==> src/rtl/flag_stat_pkg.sv <==
// Shared types for the flag window statistics block.
//   state_t : window FSM encoding (idle / running windows)
package flag_stat_pkg;

    typedef enum logic {
        ST_IDLE = 1'b0,
        ST_RUN  = 1'b1
    } state_t;

endpackage

==> src/rtl/flag_edge_det.sv <==
// Rising-edge detector for the incoming event flag.
//   clk_p   : clock, rising edge
//   rst_n   : asynchronous active-low reset
//   flag_in : level event flag
//   rise_c  : combinational rising-edge pulse (flag_in & ~flag_d)
module flag_edge_det (
    input  logic clk_p,
    input  logic rst_n,
    input  logic flag_in,
    output logic rise_c
);

    logic flag_d;

    // Delayed flag; runs every cycle regardless of window state.
    always_ff @(posedge clk_p or negedge rst_n) begin
        if (!rst_n) begin
            flag_d <= 1'b0;
        end else begin
            flag_d <= flag_in;
        end
    end

    assign rise_c = flag_in & ~flag_d;

endmodule

==> src/rtl/flag_window_stat.sv <==
// Counts rising edges of flag_in over fixed windows of WIN_LEN cycles and
// offers each window's saturating count over a valid/ready handshake.
//   clk_p     : clock, rising edge
//   rst_n     : asynchronous active-low reset
//   enable    : run windows while high
//   clear     : synchronous clear of accumulator, window and result state
//   flag_in   : level event flag (rising edge = one event)
//   res_ready : consumer accepts result
//   res_valid : result available
//   res_count : edge count of the completed window
//   res_sat   : res_count reached its maximum in that window
//   overrun   : sticky, a completed window was dropped under backpressure
//   busy      : FSM is running windows
module flag_window_stat
    import flag_stat_pkg::*;
#(
    parameter int unsigned CNT_W   = 8,
    parameter int unsigned WIN_W   = 10,
    parameter int unsigned WIN_LEN = 1000
) (
    input  logic             clk_p,
    input  logic             rst_n,
    input  logic             enable,
    input  logic             clear,
    input  logic             flag_in,
    input  logic             res_ready,
    output logic             res_valid,
    output logic [CNT_W-1:0] res_count,
    output logic             res_sat,
    output logic             overrun,
    output logic             busy
);

    localparam logic [CNT_W-1:0] CNT_MAX  = {CNT_W{1'b1}};
    localparam logic [WIN_W-1:0] WIN_LAST = WIN_W'(WIN_LEN - 1);

    state_t           state;
    logic [CNT_W-1:0] acc;
    logic [WIN_W-1:0] win_cnt;
    logic             rise_c;
    logic [CNT_W-1:0] acc_next_c;
    logic             win_end_c;
    logic             load_c;

    flag_edge_det u_edge (
        .clk_p   (clk_p),
        .rst_n   (rst_n),
        .flag_in (flag_in),
        .rise_c  (rise_c)
    );

    // Saturating accumulate; also the window result on the last cycle.
    always_comb begin
        acc_next_c = acc;
        if (acc != CNT_MAX) begin
            acc_next_c = acc + CNT_W'(rise_c);
        end
    end

    assign win_end_c = (state == ST_RUN) && (win_cnt == WIN_LAST);
    // A finished window may load only into an empty or draining result slot.
    assign load_c    = win_end_c && (!res_valid || res_ready);

    // FSM, window counter, accumulator and result register.
    always_ff @(posedge clk_p or negedge rst_n) begin
        if (!rst_n) begin
            state     <= ST_IDLE;
            acc       <= '0;
            win_cnt   <= '0;
            res_valid <= 1'b0;
            res_count <= '0;
            res_sat   <= 1'b0;
            overrun   <= 1'b0;
        end else if (clear) begin
            state     <= enable ? ST_RUN : ST_IDLE;
            acc       <= '0;
            win_cnt   <= '0;
            res_valid <= 1'b0;
            res_count <= '0;
            res_sat   <= 1'b0;
            overrun   <= 1'b0;
        end else begin
            if (res_valid && res_ready) begin
                res_valid <= 1'b0;
            end
            case (state)
                ST_IDLE: begin
                    if (enable) begin
                        state <= ST_RUN;
                    end
                end
                ST_RUN: begin
                    if (win_end_c) begin
                        // Window completes even if enable drops on this cycle.
                        acc     <= '0;
                        win_cnt <= '0;
                        if (load_c) begin
                            res_valid <= 1'b1;
                            res_count <= acc_next_c;
                            res_sat   <= (acc_next_c == CNT_MAX);
                        end else begin
                            overrun <= 1'b1;
                        end
                    end else if (!enable) begin
                        // Partial window is discarded.
                        acc     <= '0;
                        win_cnt <= '0;
                    end else begin
                        acc     <= acc_next_c;
                        win_cnt <= win_cnt + WIN_W'(1);
                    end
                    if (!enable) begin
                        state <= ST_IDLE;
                    end
                end
                default: state <= ST_IDLE;
            endcase
        end
    end

    assign busy = (state == ST_RUN);

endmodule

==> config.mk <==
export PLATFORM = sky130hd
export DESIGN_NAME = flag_window_stat
export DESIGN_NICKNAME = d
export VERILOG_FILES = /design/src/rtl/flag_stat_pkg.sv /design/src/rtl/flag_edge_det.sv /design/src/rtl/flag_window_stat.sv
export SDC_FILE = /design/constraint.sdc
export NUM_CORES = 1
export LEC_CHECK = 0
export CAP_MARGIN = 15
export CORE_ASPECT_RATIO = 0.5
export CORE_MARGIN = 2
export CORE_UTILIZATION = 45
export DETAILED_ROUTE_END_ITERATION = 8
export PLACE_DENSITY = 0.77
export REMOVE_ABC_BUFFERS = 1
export SLEW_MARGIN = 5
export SYNTH_ARGS = -nofsm -noshare
export SYNTH_HDL_FRONTEND = slang
export SYNTH_SLANG_ARGS = --single-unit
==> constraint.sdc <==
create_clock -name clk_p -period 2.2 [get_ports clk_p]
set_clock_uncertainty 0.15 [all_clocks]
set_input_delay 0.44 -clock clk_p [delete_from_list [all_inputs] [get_ports clk_p]]
set_output_delay 0.44 -clock clk_p [all_outputs]
set_load 0.02 [all_outputs]
# == Word-level counts from Yosys, hierarchy flattened ==
# Index checks and enable logic that the tools add are counted.
# totals
elab_cells,53
out_inout_bits,12
register_bits,31
# classes
bitwise,2
mux,27
reduce_logical,10
n_eq_ne,4
addsub,2
# op_table
operator,n
8-bit 2-to-1 mux,9
10-bit 2-to-1 mux,4
1-bit 2-to-1 mux,14
10-bit by 1-bit adder with 10-bit output (second input constant),1
10-bit equality test (second input constant),1
8-bit by 1-bit adder with 8-bit output,1
8-bit equality test (second input constant),1
8-bit inequality test (second input constant),1
3-bit AND reduction,2
2-bit nonzero test,3
1-bit logical AND,3
2-bit inequality test (second input constant),1
1-bit AND,1
1-bit logical NOT,1
1-bit logical OR,1
1-bit inverter,1

# == Depth between registers and ports, before layout ==
# logic_depth
depth_word,9
depth_mapped,7
depth_no_buf,7

# == Modules after synthesis ==
# From an unflattened synthesis, not the netlist that was laid out.
# hier_totals
cells_unflattened,164
area_unflattened_um2,1596.5
# modules_own_cells
module,seq_area_each_um2,n_inst,area_per_inst_um2,cells_per_inst
flag_window_stat,750.7,1,1557.7,162
flag_edge_det,25.0,1,38.8,2

# == Worst setup path before layout ==
# OpenSTA, ideal clock, no wires.
# synth_path
path_type,reg2reg
start,register win_cnt[0]
end,register res_count[7]
arrival_time_ps,1660
period_less_slack_ps,1886
stages_incl_launch_ff,6
path_slack_ps,314
t_required_ps,1974
path_cell_list,dfrtp_1 ha_1 nand4b_2 or3_4 or3_4 o21ai_1
# synth_via
elab_chain_len,5
word_cells_on_any_way,6
classes_between,eq/ne (1); reduce/logical (5)
# synth_lines
item,line_no,source
from (decl),flag_window_stat.sv:39,logic [WIN_W-1:0] win_cnt;
from (signal assigned),flag_window_stat.sv:110,win_cnt <= win_cnt + WIN_W'(1);
10-bit equality test (*),flag_window_stat.sv:60,assign win_end_c = (state == ST_RUN) && (win_cnt == WIN_LAST);
1-bit logical AND (*),flag_window_stat.sv:60,
1-bit logical AND,flag_window_stat.sv:62,assign load_c = win_end_c && (!res_valid || res_ready);
2-bit nonzero test (no line),-,
3-bit AND reduction (no line) (*),-,
to (signal assigned),flag_window_stat.sv:99,res_count <= acc_next_c;
to (decl),flag_window_stat.sv:28,"output logic [CNT_W-1:0] res_count,"
# Mark *: on every way between the ends. The rest lies on a longest branch, timed or not.
# A chain may end at the register's enable or synchronous reset.

# == Final worst setup path ==
# layout_path
start,input flag_in
end,register res_sat
# layout_via
elab_chain_len,8
# layout_lines
item,line_no,source
from (decl),flag_window_stat.sv:25,"input logic flag_in,"
1-bit AND,flag_edge_det.sv:24,assign rise_c = flag_in & ~flag_d;
8-bit by 1-bit adder with 8-bit output,flag_window_stat.sv:56,acc_next_c = acc + CNT_W'(rise_c);
8-bit 2-to-1 mux,flag_window_stat.sv:55,if (acc != CNT_MAX) begin
8-bit equality test,flag_window_stat.sv:100,res_sat <= (acc_next_c == CNT_MAX);
1-bit 2-to-1 mux,flag_window_stat.sv:97,if (load_c) begin
1-bit 2-to-1 mux,flag_window_stat.sv:93,if (win_end_c) begin
1-bit 2-to-1 mux,flag_window_stat.sv:86,case (state)
1-bit 2-to-1 mux,flag_window_stat.sv:74,end else if (clear) begin
to (signal assigned),flag_window_stat.sv:100,
to (decl),flag_window_stat.sv:29,"output logic res_sat,"
# No other way between the ends. The select of a mux whose other input is x is not followed.

==> flow_metrics.env <==
export IMPL_count_of_flip_flops_with_a_built_in_enable_after_synthesis=0
export IMPL_grt_overflow=0
export IMPL_detail_route_first_pass_iterations=5
export IMPL_synth_warnings=0
export IMPL_max_freq_mhz=481.3
export IMPL_netlist_top_cells_area="dfrtp_1, nand2_1, o21ai_0"
export IMPL_largest_net_degree_at_the_start_of_global_routing=32
export IMPL_grt_first_pass_wirelength_um=5582
export IMPL_m1WireLength_um=1594
export IMPL_worstHoldPathType="reg2reg"
export IMPL_drtAntennaViolNets=0
export IMPL_critical_path_max_stage_delay_ps=470
export IMPL_pd_cells_mw_per_mm2=579.9
export IMPL_insertion_delay_ps=290
export IMPL_cts_path_max_buffers=2
export IMPL_synth_top_area_cell="dfrtp_1"
export IMPL_status="finished clean"
export IMPL_drive_above_1_share_pct=13.57
export IMPL_area_added_between_synthesis_and_finish_pct=25.08
export IMPL_placement_cell_area_mm2=0.001852
export IMPL_setup_violations=0
export IMPL_path_clk_slew_ps=60
export IMPL_ys_types=39
export IMPL_finalHoldViolations=0
export IMPL_synth_flop_cell="dfrtp_1"
export IMPL_setup_worst_path_class="in2reg"
export IMPL_die_w_um=87.44
export IMPL_critical_path_startpoint_type="primary input"
export IMPL_fin_tns_setup_ps=0
export IMPL_tritoncts_clock_tree="yes"
export IMPL_cts_setup_buffers=0
export IMPL_grt_antenna_before_repair=0
export IMPL_holdBufCountCts=0
export IMPL_slew_viol_final=0
export IMPL_antennaDiodeCount=0
export IMPL_detailedPlacementHpwl_um=2436
export IMPL_tightest_slew_ps=674.0
export IMPL_vias_per_cell=5.485
export IMPL_layout_filler_cells=291
export IMPL_hold_worst_slack_ps=338.6
export IMPL_syn_inst=167
export IMPL_vias_in_the_first_global_route=1226
export IMPL_synth_area_per_cell_um2=9.380
export IMPL_critPathArrivalTime_ps=2120
export IMPL_fin_util_pct=58.00
export IMPL_wl_met3_um=104
export IMPL_cts_repair_resize_count=0
export IMPL_via_count=1322
export IMPL_numClockSinks=31
export IMPL_die_extent_in_y_um=45.72
export IMPL_post_route_drc_count=0
export IMPL_routed_wl_met2_um=1668
export IMPL_slew_limit_headroom_pct=55.07
export IMPL_root_buffer="clkbuf_8"
export IMPL_worstPathBufferInverterCount=1
export IMPL_final_setup_worst_slack_ps=122.3
export IMPL_async_flop_share_pct=100.0
export IMPL_drt_wirelength_per_cell_um=14.12
export IMPL_placement_io_buffers=17
export IMPL_floorplan_core_area_mm2=0.003378
export IMPL_htree_levels=2
export IMPL_fp_dieArea_mm2=0.003998
export IMPL_crit_path_top_delay_cell="clkdlybuf4s50_1"
export IMPL_finalWeightedCongestion=0.8839
export IMPL_layout_cell_area_non_filler_mm2=0.001959
export IMPL_start_util_pct=46.37
export IMPL_dominant_delay_contributor_by_cell_family_on_the_critical_path="compound AO/OA/AOI/OAI gates"
export IMPL_netlist_area_mm2=0.001567
export IMPL_number_of_clock_buffers_inserted_by_tritoncts=5
export IMPL_timing_critical_path_to_type="register"
export IMPL_highest_metal_layer_with_signal_wires="met4"
export IMPL_grt_usage_pct=18.91
export IMPL_multi_input_area_um2=774.5
export IMPL_ff_latch_area_um2=775.7
export IMPL_worstPathRequired_ps=2240
export IMPL_nNetsFinal=207
export IMPL_preCtsSetupSlack_ps=-248.3
export IMPL_max_cap_violations=0
export IMPL_sequential_fraction_of_the_synthesis_area_pct=49.52
export IMPL_vdd_ir_drop_worst_mv=0.3026
export IMPL_layout_worst_path_cycle_share_pct=94.44
export IMPL_cp_cell_sequence="clkdlybuf4s50_1 -> nor2b_1 -> ha_1 -> ha_2 -> nor2b_2 -> o2bb2ai_1 -> a31oi_1 -> o31ai_1"
export IMPL_ys_seq_elements=31
export IMPL_num_rows=15
export IMPL_cellLeakagePower_nw=0.8481
export IMPL_number_of_top_level_pins=18
export IMPL_critPathMaxFanout=5
export IMPL_layout_min_cycle_time_ps=2078
export IMPL_first_iter_violations=37
export IMPL_finalWirelength_um=3402
export IMPL_synth_top_cell_area_share_pct=49.52
-- final cells by class --
type | count | share of cell area (%)
Timing Repair Buffer | 27 | 12.52
Multi-Input combinational cell | 130 | 39.53
Sequential cell | 31 | 39.59
Clock buffer | 8 | 5.109
Tap cell | 42 | 2.682
Inverter | 3 | 0.5747
-- power breakdown --
group / internal [mW] / switching (mW)
registers: 0.574 / 0.00435
logic: 0.0251 / 0.0384
clock network: 0.285 / 0.209
total: 0.884 / 0.252
-- routing by layer --
layer  global-route usage [%]  vias up
li1                         -      649
met2                    32.27       15
met4                    6.462        0
met1                    23.97      654
met5                        0        -
met3                    4.891        4
-- cell families after synthesis --
group	synth area share, %
xor gates and xnor gates	4.473
DFF	49.52
adders and majority gates	2.396
buffers and inverters	1.517
AOI/OAI and AO/OA	14.86
muxes	0.6390
and+or+nand+nor	26.60
-- worst min-delay path: stages, from the launching register on --
cell     delay [ps]
dfrtp_1         340
nand2_1          50
o21ai_1          60
-- flip-flops by register name, indices dropped and copies added, names as in the netlist --
| register | cells |
|---|---|
| u_edge.flag_d | 1 |
| res_count | 8 |
| res_sat | 1 |
| busy | 1 |
| acc | 8 |
| res_valid | 1 |
| overrun | 1 |
| win_cnt | 10 |
-- final timing paths --
| kind | start | to | slack (ps) | cells after the start |
|---|---|---|---|---|
| worst min register to register | res_count[1]$_DFFE_PN0P_ | res_count[1]$_DFFE_PN0P_ | 340 | 2 |
| worst min-delay path | res_count[1]$_DFFE_PN0P_ | res_count[1]$_DFFE_PN0P_ | 340 | 2 |
| min in group asynchronous | rst_n | res_count[5]$_DFFE_PN0P_ | 400 | 2 |
| worst max register to register | win_cnt[1]$_DFFE_PN0P_ | acc[5]$_DFFE_PN0P_ | 130 | 6 |
| max in group asynchronous | rst_n | win_cnt[6]$_DFFE_PN0P_ | 1210 | 2 |
| worst max-delay path | flag_in | res_sat$_DFFE_PN0P_ | 120 | 8 |
-- cell usage after synthesis (2+ instances only) --
cell type	instances
nand2_1	25
nor2_1	19
nor2b_1	5
nand4_1	2
o31ai_1	3
dfrtp_1	31
o41ai_1	2
nand3_1	5
ha_1	3
nand2b_1	3
xor2_1	3
inv_1	3
clkbuf_1	2
a21oi_1	8
xnor2_1	5
or3_4	2
and3_1	5
o21ai_1	6
o21ai_0	15
-- through the flow --
stage,power [mW],std cells
floorplan,0.6111,164
global placement,0.6509,233
detailed placement,0.6526,233
CTS,1.141,241
global route,1.173,241
finish,1.136,241
-- cells in the final DEF, fill, tap and decap left out, types with 2 or more instances in the layout --
cell             instances
clkbuf_8                 7
nor2_1                  19
clkdlybuf4s50_1         17
xnor2_1                  5
nand2_1                 25
nor2b_1                  4
dfrtp_1                 31
a21oi_1                  8
o41ai_1                  2
o21ai_0                 15
nand3_1                  5
ha_2                     2
o21ai_1                  6
and3_1                   5
buf_4                   10
nand2b_1                 3
or3_4                    2
xor2_1                   3
nand4_1                  2
o31ai_1                  3
inv_1                    3
Power figures use the tool's default switching activity.
